--- src/rtl/food_machine_pkg.sv ---
// Shared definitions for the vending machine output side: product indices,
// dispenser state encoding and one-hot helpers.
package food_machine_pkg;

   localparam int PIZZA      = 0;
   localparam int BURGUER    = 1;
   localparam int TORTA      = 2;
   localparam int SODA       = 3;
   localparam int N_PRODUCTS = 4;
   localparam int IDX_W      = $clog2(N_PRODUCTS);

   typedef logic [IDX_W-1:0] prodIdx_t;

   typedef enum logic [1:0] {
      IDLE,
      DISPENSE,
      SETTLE,
      DONE
   } dispState_t;

   function automatic logic isOneHot(input logic [N_PRODUCTS-1:0] v);
      return (v != '0) && ((v & (v - 1'b1)) == '0);
   endfunction

   function automatic prodIdx_t oneHotIndex(input logic [N_PRODUCTS-1:0] v);
      prodIdx_t idx;
      idx = '0;
      for (int i = 0; i < N_PRODUCTS; i++) begin
         if (v[i]) idx = prodIdx_t'(i);
      end
      return idx;
   endfunction

endpackage

--- src/rtl/dispenser_stock_counter.sv ---
// Per-product stock counter: saturating down-counter with synchronous load.
// A load coinciding with a decrement leaves the counter one below the load value.
module dispenser_stock_counter #(
   parameter int STOCK_W    = 4,
   parameter int STOCK_INIT = 5
) (
   input  logic               clock,
   input  logic               reset,
   input  logic               load,
   input  logic               dec,
   output logic [STOCK_W-1:0] count,
   output logic               zero
);

   localparam logic [STOCK_W-1:0] INIT_V     = STOCK_W'(STOCK_INIT);
   localparam logic [STOCK_W-1:0] INIT_DEC_V = (STOCK_INIT > 0) ? STOCK_W'(STOCK_INIT - 1) : '0;

   always_ff @(posedge clock) begin
      if (reset) begin
         count <= INIT_V;
      end else if (load) begin
         count <= dec ? INIT_DEC_V : INIT_V;
      end else if (dec && (count != '0)) begin
         count <= count - 1'b1;
      end
   end

   assign zero = (count == '0);

endmodule

--- src/rtl/food_dispenser.sv ---
// Product dispenser: accepts qualified one-hot product strobes, runs one motor
// for a fixed time, then settles and pulses done. Optional one-deep pending
// request slot is enabled with the macro DISPENSER_PENDING_EN.
module food_dispenser
   import food_machine_pkg::*;
#(
   parameter int MOTOR_CYCLES  = 8,
   parameter int SETTLE_CYCLES = 4,
   parameter int STOCK_INIT    = 5,
   parameter int STOCK_W       = 4
) (
   input  logic                          clock,
   input  logic                          reset,
   input  logic                          pizza,
   input  logic                          burguer,
   input  logic                          torta,
   input  logic                          soda,
   input  logic                          sucesso,
   input  logic                          reabastecer,
   output logic [N_PRODUCTS-1:0]         motor,
   output logic                          busy,
   output logic                          done,
   output logic [N_PRODUCTS-1:0]         esgotado,
   output logic                          erro,
   output logic [N_PRODUCTS*STOCK_W-1:0] estoque
);

   localparam int CNT_MAX = (MOTOR_CYCLES > SETTLE_CYCLES) ? MOTOR_CYCLES : SETTLE_CYCLES;
   localparam int CNT_W   = $clog2(CNT_MAX + 1);
   localparam logic [CNT_W-1:0] MOTOR_LAST  = CNT_W'(MOTOR_CYCLES - 1);
   localparam logic [CNT_W-1:0] SETTLE_LAST = CNT_W'(SETTLE_CYCLES - 1);

   dispState_t              state, nextState;
   logic [CNT_W-1:0]        phaseCnt;
   prodIdx_t                curIdx, reqIdx, acceptIdx, nextIdx;
   logic [N_PRODUCTS-1:0]   strobes, zeroFlags, decVec, motorDecode;
   logic                    validReq, singleReq, accept, reject;
   logic [STOCK_W-1:0]      stockCount [N_PRODUCTS];

`ifdef DISPENSER_PENDING_EN
   logic                    pendValid, pendSet, pendClear, candValid;
   prodIdx_t                pendIdx, candIdx;
`endif

   assign strobes   = {soda, torta, burguer, pizza};
   assign validReq  = sucesso && (strobes != '0);
   assign singleReq = validReq && isOneHot(strobes);
   assign reqIdx    = oneHotIndex(strobes);

   // Next state plus accept/reject decisions; stock is judged from the registered counts
   always_comb begin
      nextState = state;
      accept    = 1'b0;
      acceptIdx = reqIdx;
      reject    = 1'b0;
`ifdef DISPENSER_PENDING_EN
      pendSet   = 1'b0;
      pendClear = 1'b0;
      candValid = 1'b0;
      candIdx   = reqIdx;
`endif
      case (state)
         IDLE: begin
            if (validReq) begin
               if (singleReq && !zeroFlags[reqIdx]) accept = 1'b1;
               else                                 reject = 1'b1;
            end
         end
         DISPENSE: begin
            if (phaseCnt == MOTOR_LAST) nextState = SETTLE;
         end
         SETTLE: begin
            if (phaseCnt == SETTLE_LAST) nextState = DONE;
         end
         DONE: begin
            nextState = IDLE;
`ifdef DISPENSER_PENDING_EN
            // An empty slot lets a request arriving during DONE be judged right away
            pendClear = 1'b1;
            candValid = pendValid || singleReq;
            candIdx   = pendValid ? pendIdx : reqIdx;
            if (validReq && (pendValid || !singleReq)) reject = 1'b1;
            if (candValid) begin
               if (!zeroFlags[candIdx]) begin
                  accept    = 1'b1;
                  acceptIdx = candIdx;
               end else begin
                  reject = 1'b1;
               end
            end
`else
            if (validReq) reject = 1'b1;
`endif
         end
         default: nextState = IDLE;
      endcase

      if (((state == DISPENSE) || (state == SETTLE)) && validReq) begin
`ifdef DISPENSER_PENDING_EN
         if (singleReq && !pendValid) pendSet = 1'b1;
         else                         reject  = 1'b1;
`else
         reject = 1'b1;
`endif
      end

      if (accept) nextState = DISPENSE;
      nextIdx     = accept ? acceptIdx : curIdx;
      motorDecode = N_PRODUCTS'(1) << nextIdx;
   end

   // State register with registered status outputs derived from the next state
   always_ff @(posedge clock) begin
      if (reset) begin
         state    <= IDLE;
         phaseCnt <= '0;
         curIdx   <= '0;
         motor    <= '0;
         busy     <= 1'b0;
         done     <= 1'b0;
         erro     <= 1'b0;
      end else begin
         state <= nextState;
         if (nextState != state)                          phaseCnt <= '0;
         else if ((state == DISPENSE) || (state == SETTLE)) phaseCnt <= phaseCnt + 1'b1;
         curIdx <= nextIdx;
         motor  <= (nextState == DISPENSE) ? motorDecode : '0;
         busy   <= (nextState != IDLE);
         done   <= (nextState == DONE);
         erro   <= reject;
      end
   end

`ifdef DISPENSER_PENDING_EN
   always_ff @(posedge clock) begin
      if (reset) begin
         pendValid <= 1'b0;
         pendIdx   <= '0;
      end else if (pendSet) begin
         pendValid <= 1'b1;
         pendIdx   <= reqIdx;
      end else if (pendClear) begin
         pendValid <= 1'b0;
      end
   end
`endif

   for (genvar g = 0; g < N_PRODUCTS; g++) begin : gStock
      assign decVec[g] = accept && (acceptIdx == prodIdx_t'(g));

      dispenser_stock_counter #(
         .STOCK_W    (STOCK_W),
         .STOCK_INIT (STOCK_INIT)
      ) uCounter (
         .clock (clock),
         .reset (reset),
         .load  (reabastecer),
         .dec   (decVec[g]),
         .count (stockCount[g]),
         .zero  (zeroFlags[g])
      );

      assign estoque[g*STOCK_W +: STOCK_W] = stockCount[g];
   end

   assign esgotado = zeroFlags;

endmodule

--- config.mk ---
export PLATFORM = sky130hd
export DESIGN_NAME = food_dispenser
export DESIGN_NICKNAME = d
export VERILOG_FILES = /design/src/rtl/food_machine_pkg.sv /design/src/rtl/dispenser_stock_counter.sv /design/src/rtl/food_dispenser.sv
export SDC_FILE = /design/constraint.sdc
export NUM_CORES = 1
export LEC_CHECK = 0
export ABC_AREA = 1
export CAP_MARGIN = 10
export CORE_MARGIN = 4
export CORE_UTILIZATION = 51
export DETAILED_ROUTE_END_ITERATION = 8
export PLACE_DENSITY = 0.78
export SLEW_MARGIN = 30
export SYNTH_ARGS = -nofsm -noshare
export SYNTH_HDL_FRONTEND = slang
export SYNTH_SLANG_ARGS = --single-unit
--- constraint.sdc ---
create_clock -name clock -period 2.2 [get_ports clock]
set_input_delay 0.44 -clock clock [delete_from_list [all_inputs] [get_ports clock]]
set_output_delay 0.44 -clock clock [all_outputs]
set_load 0.005 [all_outputs]
# Word level (Yosys, flattened, before mapping)
# Cells that the tools add are included.
word_totals:
  ff_bits: 31
  input_bits: 8
  output_inout_bits: 27
  elab_cells: 96
op_classes:
  add_sub_neg: 6
  order_cmp: 1
  n_eq_ne: 11
  shift: 1
  mux: 30
  bitwise_logic: 2
  n_reduce_logical: 34
op_table:
  columns: ["cell", "count"]
  rows:
  - ["4-bit 2-to-1 mux", 8]
  - ["4-bit zero test", 5]
  - ["4-bit nonzero test", 5]
  - ["4-bit by 1-bit subtractor with 4-bit output (second input constant)", 5]
  - ["1-bit logical AND", 13]
  - ["1-bit 2-to-1 mux", 13]
  - ["2-bit 2-to-1 mux", 6]
  - ["2-bit == test (second input constant)", 5]
  - ["2-bit nonzero test", 5]
  - ["2-bit by 1-bit == test with 1-bit output (second input constant)", 3]
  - ["2-bit one-hot mux with 3 select lines", 1]
  - ["4-bit by 1-bit adder with 4-bit output (second input constant)", 1]
  - ["4-bit AND", 1]
  - ["4-bit by 2-bit == test with 1-bit output (second input constant)", 1]
  - ["4-bit by 3-bit == test with 1-bit output (second input constant)", 1]
  - ["2-bit zero test", 2]
  - ["2-bit OR reduction", 2]
  - ["1-bit by 2-bit << shifter with 4-bit output (first input constant)", 1]
  - ["2-bit by 3-bit less-than comparator with 1-bit output (second input constant)", 1]
  - ["1-bit binary-select mux with 2-bit select", 1]
  - ["2-bit != test", 1]
  - ["1-bit one-hot mux with 2 select lines", 1]
  - ["1-bit zero test", 1]
  - ["1-bit logical OR", 1]
  - ["1-bit NOT", 1]

# Depth between registers and ports, before layout
depth:
  word_depth: 14
  depth_mapped: 14
  mapped_depth_nobuf: 13

# By module
# From an unflattened synthesis, not the netlist that was laid out.
hier_totals:
  cells_unflattened: 239
  hier_area_um2: 1674.1
by_module_without_submodules:
  columns: ["mod", "instances", "cells_each", "area_per_inst_um2", "seq_area_each_um2"]
  rows:
  - ["dispenser_stock_counter", 4, 31, 212.7, 80.1]
  - ["food_dispenser", 1, 115, 823.3, 300.3]

# Worst setup path before layout
# Ideal clock, no wire load.
synth_timing:
  path_kind: "register to register"
  from: "reg gStock[3].uCounter.count[0]"
  to: "reg gStock[2].uCounter.count[0]"
  setup_ps: 123
  t_arrival_ps: 1581
  required_time_ps: 2077
  slack_ps: 496
  stages_incl_launch_ff: 12
  path_buffers: 1
  period_less_slack_ps: 1704
  cell_sequence: "dfxtp_1 -> inv_1 -> ha_1 -> nand3_1 -> nand3_1 -> nor2_1 -> nand3_4 -> buf_12 -> nor2_8 -> inv_2 -> a21oi_1 -> nand3_1"
synth_between:
  elab_chain_len: 11
  word_cells_on_any_way: 13
  classes_between: "mux: 7; reduce/logical: 6"
synth_lines:
  columns: ["item", "line_no", "source"]
  rows:
  - ["from (decl)", "dispenser_stock_counter.sv:11", "output logic [STOCK_W-1:0] count,"]
  - ["from (signal assigned)", "dispenser_stock_counter.sv:22", "count <= dec ? INIT_DEC_V : INIT_V;"]
  - ["from (signal assigned)", "dispenser_stock_counter.sv:24", "count <= count - 1'b1;"]
  - ["4-bit zero test (*)", "dispenser_stock_counter.sv:28", "assign zero = (count == '0);"]
  - ["1-bit binary-select mux with 2-bit select (*)", "food_dispenser.sv:65", "if (singleReq && !zeroFlags[reqIdx]) accept = 1'b1;"]
  - ["1-bit 2-to-1 mux (implied by the code) (*)", "food_dispenser.sv:65", null]
  - ["1-bit zero test (*)", "food_dispenser.sv:65", null]
  - ["1-bit logical AND (*)", "food_dispenser.sv:65", null]
  - ["1-bit 2-to-1 mux (*)", "food_dispenser.sv:65", null]
  - ["1-bit 2-to-1 mux (*)", "food_dispenser.sv:64", "if (validReq) begin"]
  - ["1-bit 2-to-1 mux (*)", "food_dispenser.sv:62", "case (state)"]
  - ["1-bit logical AND (*)", "food_dispenser.sv:149", "assign decVec[g] = accept && (acceptIdx == prodIdx_t'(g));"]
  - ["1-bit 2-to-1 mux / 1-bit logical AND (equally long branches)", "dispenser_stock_counter.sv:22, dispenser_stock_counter.sv:23", null]
  - ["4-bit 2-to-1 mux / 2-bit nonzero test (equally long branches)", null, null]
  - ["to (signal assigned)", "dispenser_stock_counter.sv:22", null]
  - ["to (signal assigned)", "dispenser_stock_counter.sv:24", null]
  - ["to (decl)", "dispenser_stock_counter.sv:11", null]
# Every way passes the cells marked *; elsewhere a longest branch is shown, timed or not. The select of a mux whose other input is x is not followed.
# A chain may end at the register's enable or synchronous reset.

# Worst setup path after layout
layout_timing:
  from: "reg gStock[1].uCounter.count[0]"
  to: "out esgotado[1]"
layout_between:
  elab_chain_len: 1
layout_lines:
  columns: ["item", "line_no", "source"]
  rows:
  - ["from (decl)", "dispenser_stock_counter.sv:11", null]
  - ["from (signal assigned)", "dispenser_stock_counter.sv:22", null]
  - ["from (signal assigned)", "dispenser_stock_counter.sv:24", null]
  - ["4-bit zero test", "dispenser_stock_counter.sv:28", null]
  - ["to (decl)", "food_dispenser.sv:23", "output logic [N_PRODUCTS-1:0] esgotado,"]
# No other way between the ends.

==> key figures <==
Pwr
  – Internal power: approximately 860 µW
  – Total power per unit cell area: roughly 540 mW/mm²
  – Max rail drop VDD: approximately 0.00032 V
  – Switching pwr: roughly 410 µW
  – Part of the power in the clock network: about a quarter
  – Overall power of the completed layout: 1264 µW
  – Switching part of the total power: 32.15%
  – Proportion of power drawn by combinational gates: 26.5%
  – Power share of the sequential group: 47.9%
  – Static leakage: 0.001107 µW

Global route
  – Gr usage total: around a fifth
  – Global-route wire length before repair: slightly below 7000 µm
  – Pin count of the biggest net entering global routing: 13
  – Via count of the first global-routing pass: approximately 1600
  – Number of antenna violations at the first check in global routing: 0
  – Remaining global-route overflow: 0

Finish
  – Share of the core filled with cells in the final layout: a little over two thirds
  – Area overhead of the layout relative to synthesis: 31.87%
  – Fraction of layout instances using a drive strength above 1: 21.58%
  – N_diodes: 0
  – Number of fill cells: 308
  – Total non-filler cell area in the finished layout: roughly 0.0024 mm²
  – Total Nets Final: 309
  – Leading cell types in the layout, fill and taps excluded: nand2_1 (37), nand3_1 (34), clkdlybuf4s50_1 (32), inv_1 (31), dfxtp_1 (31)
  – Commonest non-fill, non-tap cell in the layout: nand2_1
  – Area taken by multi-input logic gates: roughly 1000 µm²
  – Sequential cell area: 620.6 µm²

Critical path
  – Crit path DAT: about 1.7 ns
  – Startpoint types: register
  – Largest stage delay, worst path: 0.51 ns
  – Required time reported for the critical path endpoint: approximately 1.8 ns
  – Worst Setup End Kind: output pin
  – Slowest CP cell: clkdlybuf4s50_1
  – Critical path, cell by cell: inv_1 -> ha_2 -> nand2_1 -> nor2_2 -> clkdlybuf4s50_1
  – Top fanout value on the critical path: 3
  – Crit Path Category: register to output pin

Timing
  – Number of failing hold endpoints at the final stage: 0
  – Final count of negative-setup-slack endpoints: 0
  – Achievable clock frequency: approximately 470 MHz
  – Clock Skew: just under 0.01 ns
  – Fin crit period: approximately 2.1 ns
  – Worst slew slack as a fraction of its limit: around 76%
  – Worst Max-Slew Pin Slew: approximately 0.36 ns
  – Number of max-slew violations in the final report: 0
  – Share of the cycle needed by the critical path after routing: approximately 96%
  – RSZ-0062 raised after global routing: false

Route
  – Violation count after the first detailed-route iteration: between 90 and 100
  – Overall via count from detail_route: approximately 1600
  – Vias per std cell: around 4.9
  – Post-detailed-routing wire length: ~3900 µm
  – Average wire per cell in the routed design: approximately 11 µm
  – Remaining DRCs: 0
  – Detailed Routing Iterations Pass 1: 5
  – Number of nets still failing antenna checks after routing: 0

Place
  – Post-DP HPWL: between 3000 and 4000 µm
  – Post-DP Area: ~0.0023 mm²
  – Number of buffer cells added on primary ports: 34
  – Final RePlAce weighted congestion: about 0.83

Clock tree
  – CTS H-tree lvls: 2
  – Setup repair bufs after CTS: 0
  – CTS buffer count: 5
  – Num Clock Sinks: 31
  – Buffer type at the clock tree root: clkbuf_4
  – CTS tree: done
  – Clock transition at the registers of the reported paths: ~0.10 ns
  – Number of buffers between clock root and the deepest sink: 2
  – Clk Latency, worst-skew pair: around 0.34 ns

Floorplan
  – Die Wd: a little under 70 µm
  – Die outline area: between 0.004 and 0.005 mm²
  – Core area: about 0.0034 mm²
  – Total I/O pin count: 35
  – Rows: 21
  – DIE HEIGHT: 67.25 µm
  – Initial Utilization: around 53%

Worst hold path
  – Type of the worst min-delay path: register to register

Synth
  – Synthesized instance count: ~240
  – Portion of the post-synthesis area used by sequential elements: about 35%
  – Number of unique standard cell types used by synthesis: 31
  – Mapped Area: ~0.0018 mm²
  – Post-synthesis average cell area: about 7.5 µm²
  – Post-synth net total: about 260
  – Flip-flop and latch count after synthesis: 31
  – Synth warn: 0

Job
  – Maxcap violations: 0

Status
  – Run status: complete, no violations
-- worst paths after layout --
check / from / to / slack, ns / cells past startpoint
hold reg to reg: gStock[1].uCounter.count[1] / gStock[1].uCounter.count[1] / 0.51 / 2
setup reg to reg: gStock[1].uCounter.count[0] / gStock[1].uCounter.count[0] / 0.29 / 13
hold / removal: gStock[1].uCounter.count[1] / gStock[1].uCounter.count[1] / 0.51 / 2
setup / recovery: gStock[1].uCounter.count[0] / esgotado[1] / 0.09 / 5
-- timing repair --
item,in CTS,in global routing
setup endpoints to repair,0,5
gates resized for setup,0,8
hold buffers,0,0
hold endpoints to repair,0,0
-- power by group through the flow --
stage | Sequential, µW | Clock (µW) | Combinational (µW)
after global routing | 609 | 352 | 376
after detailed placement | 619 | 0 | 333
after floorplan | 617 | 0 | 210
final | 606 | 323 | 335
after global placement | 617 | 0 | 325
after CTS | 606 | 332 | 335
-- final cells by class --
type / instances / area share (%)
multi-input combinational: 163 / 41.81
sequential: 31 / 26.29
timing repair buffer: 53 / 21.20
inverter: 37 / 6.041
tap: 46 / 2.438
clock buffer: 5 / 1.590
clock inverter: 3 / 0.6359
-- worst max-delay path: cells and delay by family, from the launching register on --
family                     cells  cell delay, ns
buffers and inverters          2            0.61
DFF                            1            0.35
and+or+nand+nor                2            0.17
adders and majority gates      1            0.19
-- flip-flops by register name, indices dropped and copies added (netlist names) --
signal	flops
gStock.uCounter.count	16
motor	4
phaseCnt	4
curIdx	2
state	2
busy	1
done	1
erro	1
-- Yosys cell counts --
| cell type | number | area (µm²) |
|---|---|---|
| nand2_1 | 37 | 138.9 |
| nand3_1 | 34 | 170.2 |
| dfxtp_1 | 31 | 620.6 |
| inv_1 | 31 | 116.4 |
| nor2_1 | 28 | 105.1 |
| a21oi_1 | 13 | 65.06 |
| ha_1 | 10 | 125.1 |
| nand3b_1 | 5 | 37.54 |
| nor2_2 | 5 | 31.28 |
| buf_4 | 4 | 30.03 |
| inv_2 | 4 | 15.01 |
| nand2_2 | 4 | 25.02 |
| nand2_4 | 4 | 45.04 |
| nor3_2 | 4 | 40.04 |
| o21ai_0 | 3 | 15.01 |
| clkbuf_1 | 2 | 7.510 |
| nand3_2 | 2 | 20.02 |
| nor2_4 | 2 | 22.52 |
| nor2_8 | 2 | 40.04 |
| xor2_1 | 2 | 17.52 |
| a22oi_1 | 1 | 7.510 |
| buf_12 | 1 | 20.02 |
| clkinv_2 | 1 | 5.000 |
| inv_4 | 1 | 6.260 |
| mux2i_1 | 1 | 10.01 |
| nand3_4 | 1 | 17.52 |
| nand4_1 | 1 | 6.260 |
| nor3_1 | 1 | 5.000 |
| o21ai_2 | 1 | 8.760 |
| o31ai_1 | 1 | 7.510 |
| xnor2_1 | 1 | 8.760 |
-- logic make-up (layout without fill, tap and decap cells) --
family	Yosys count	count (layout)	share of synthesized area, %
AND/OR/NAND/NOR	130	130	39.34
adder cells (fa/ha/maj)	10	10	6.988
buffers and inverters	44	98	11.18
multiplexers	1	1	0.5591
flip-flops	31	31	34.66
XOR/XNOR	3	3	1.468
AO/OA/AOI/OAI	19	19	5.800
-- routing by layer --
metal	share of wire [%]	GRT usage, %	vias to the layer above
met5	0	0	-
li1	-	-	859
met2	49	33.50	33
met4	1.4	6.835	0
met3	4.0	5.491	7
met1	45	23.78	746
-- through the flow --
step,setup TNS (ns),cells,hold slack (ns),worst slack [ns]
after floorplan,0,238,0.4737,0.4958
after detailed placement,-2.904,330,0.4930,-0.2194
after global placement,-0.9920,330,0.4955,-0.09085
after global routing,0,338,0.5312,0.003441
after CTS,0,338,0.5098,0.02765
final,0,338,0.5065,0.08913
No activity file was read; power rests on OpenSTA's default activity.
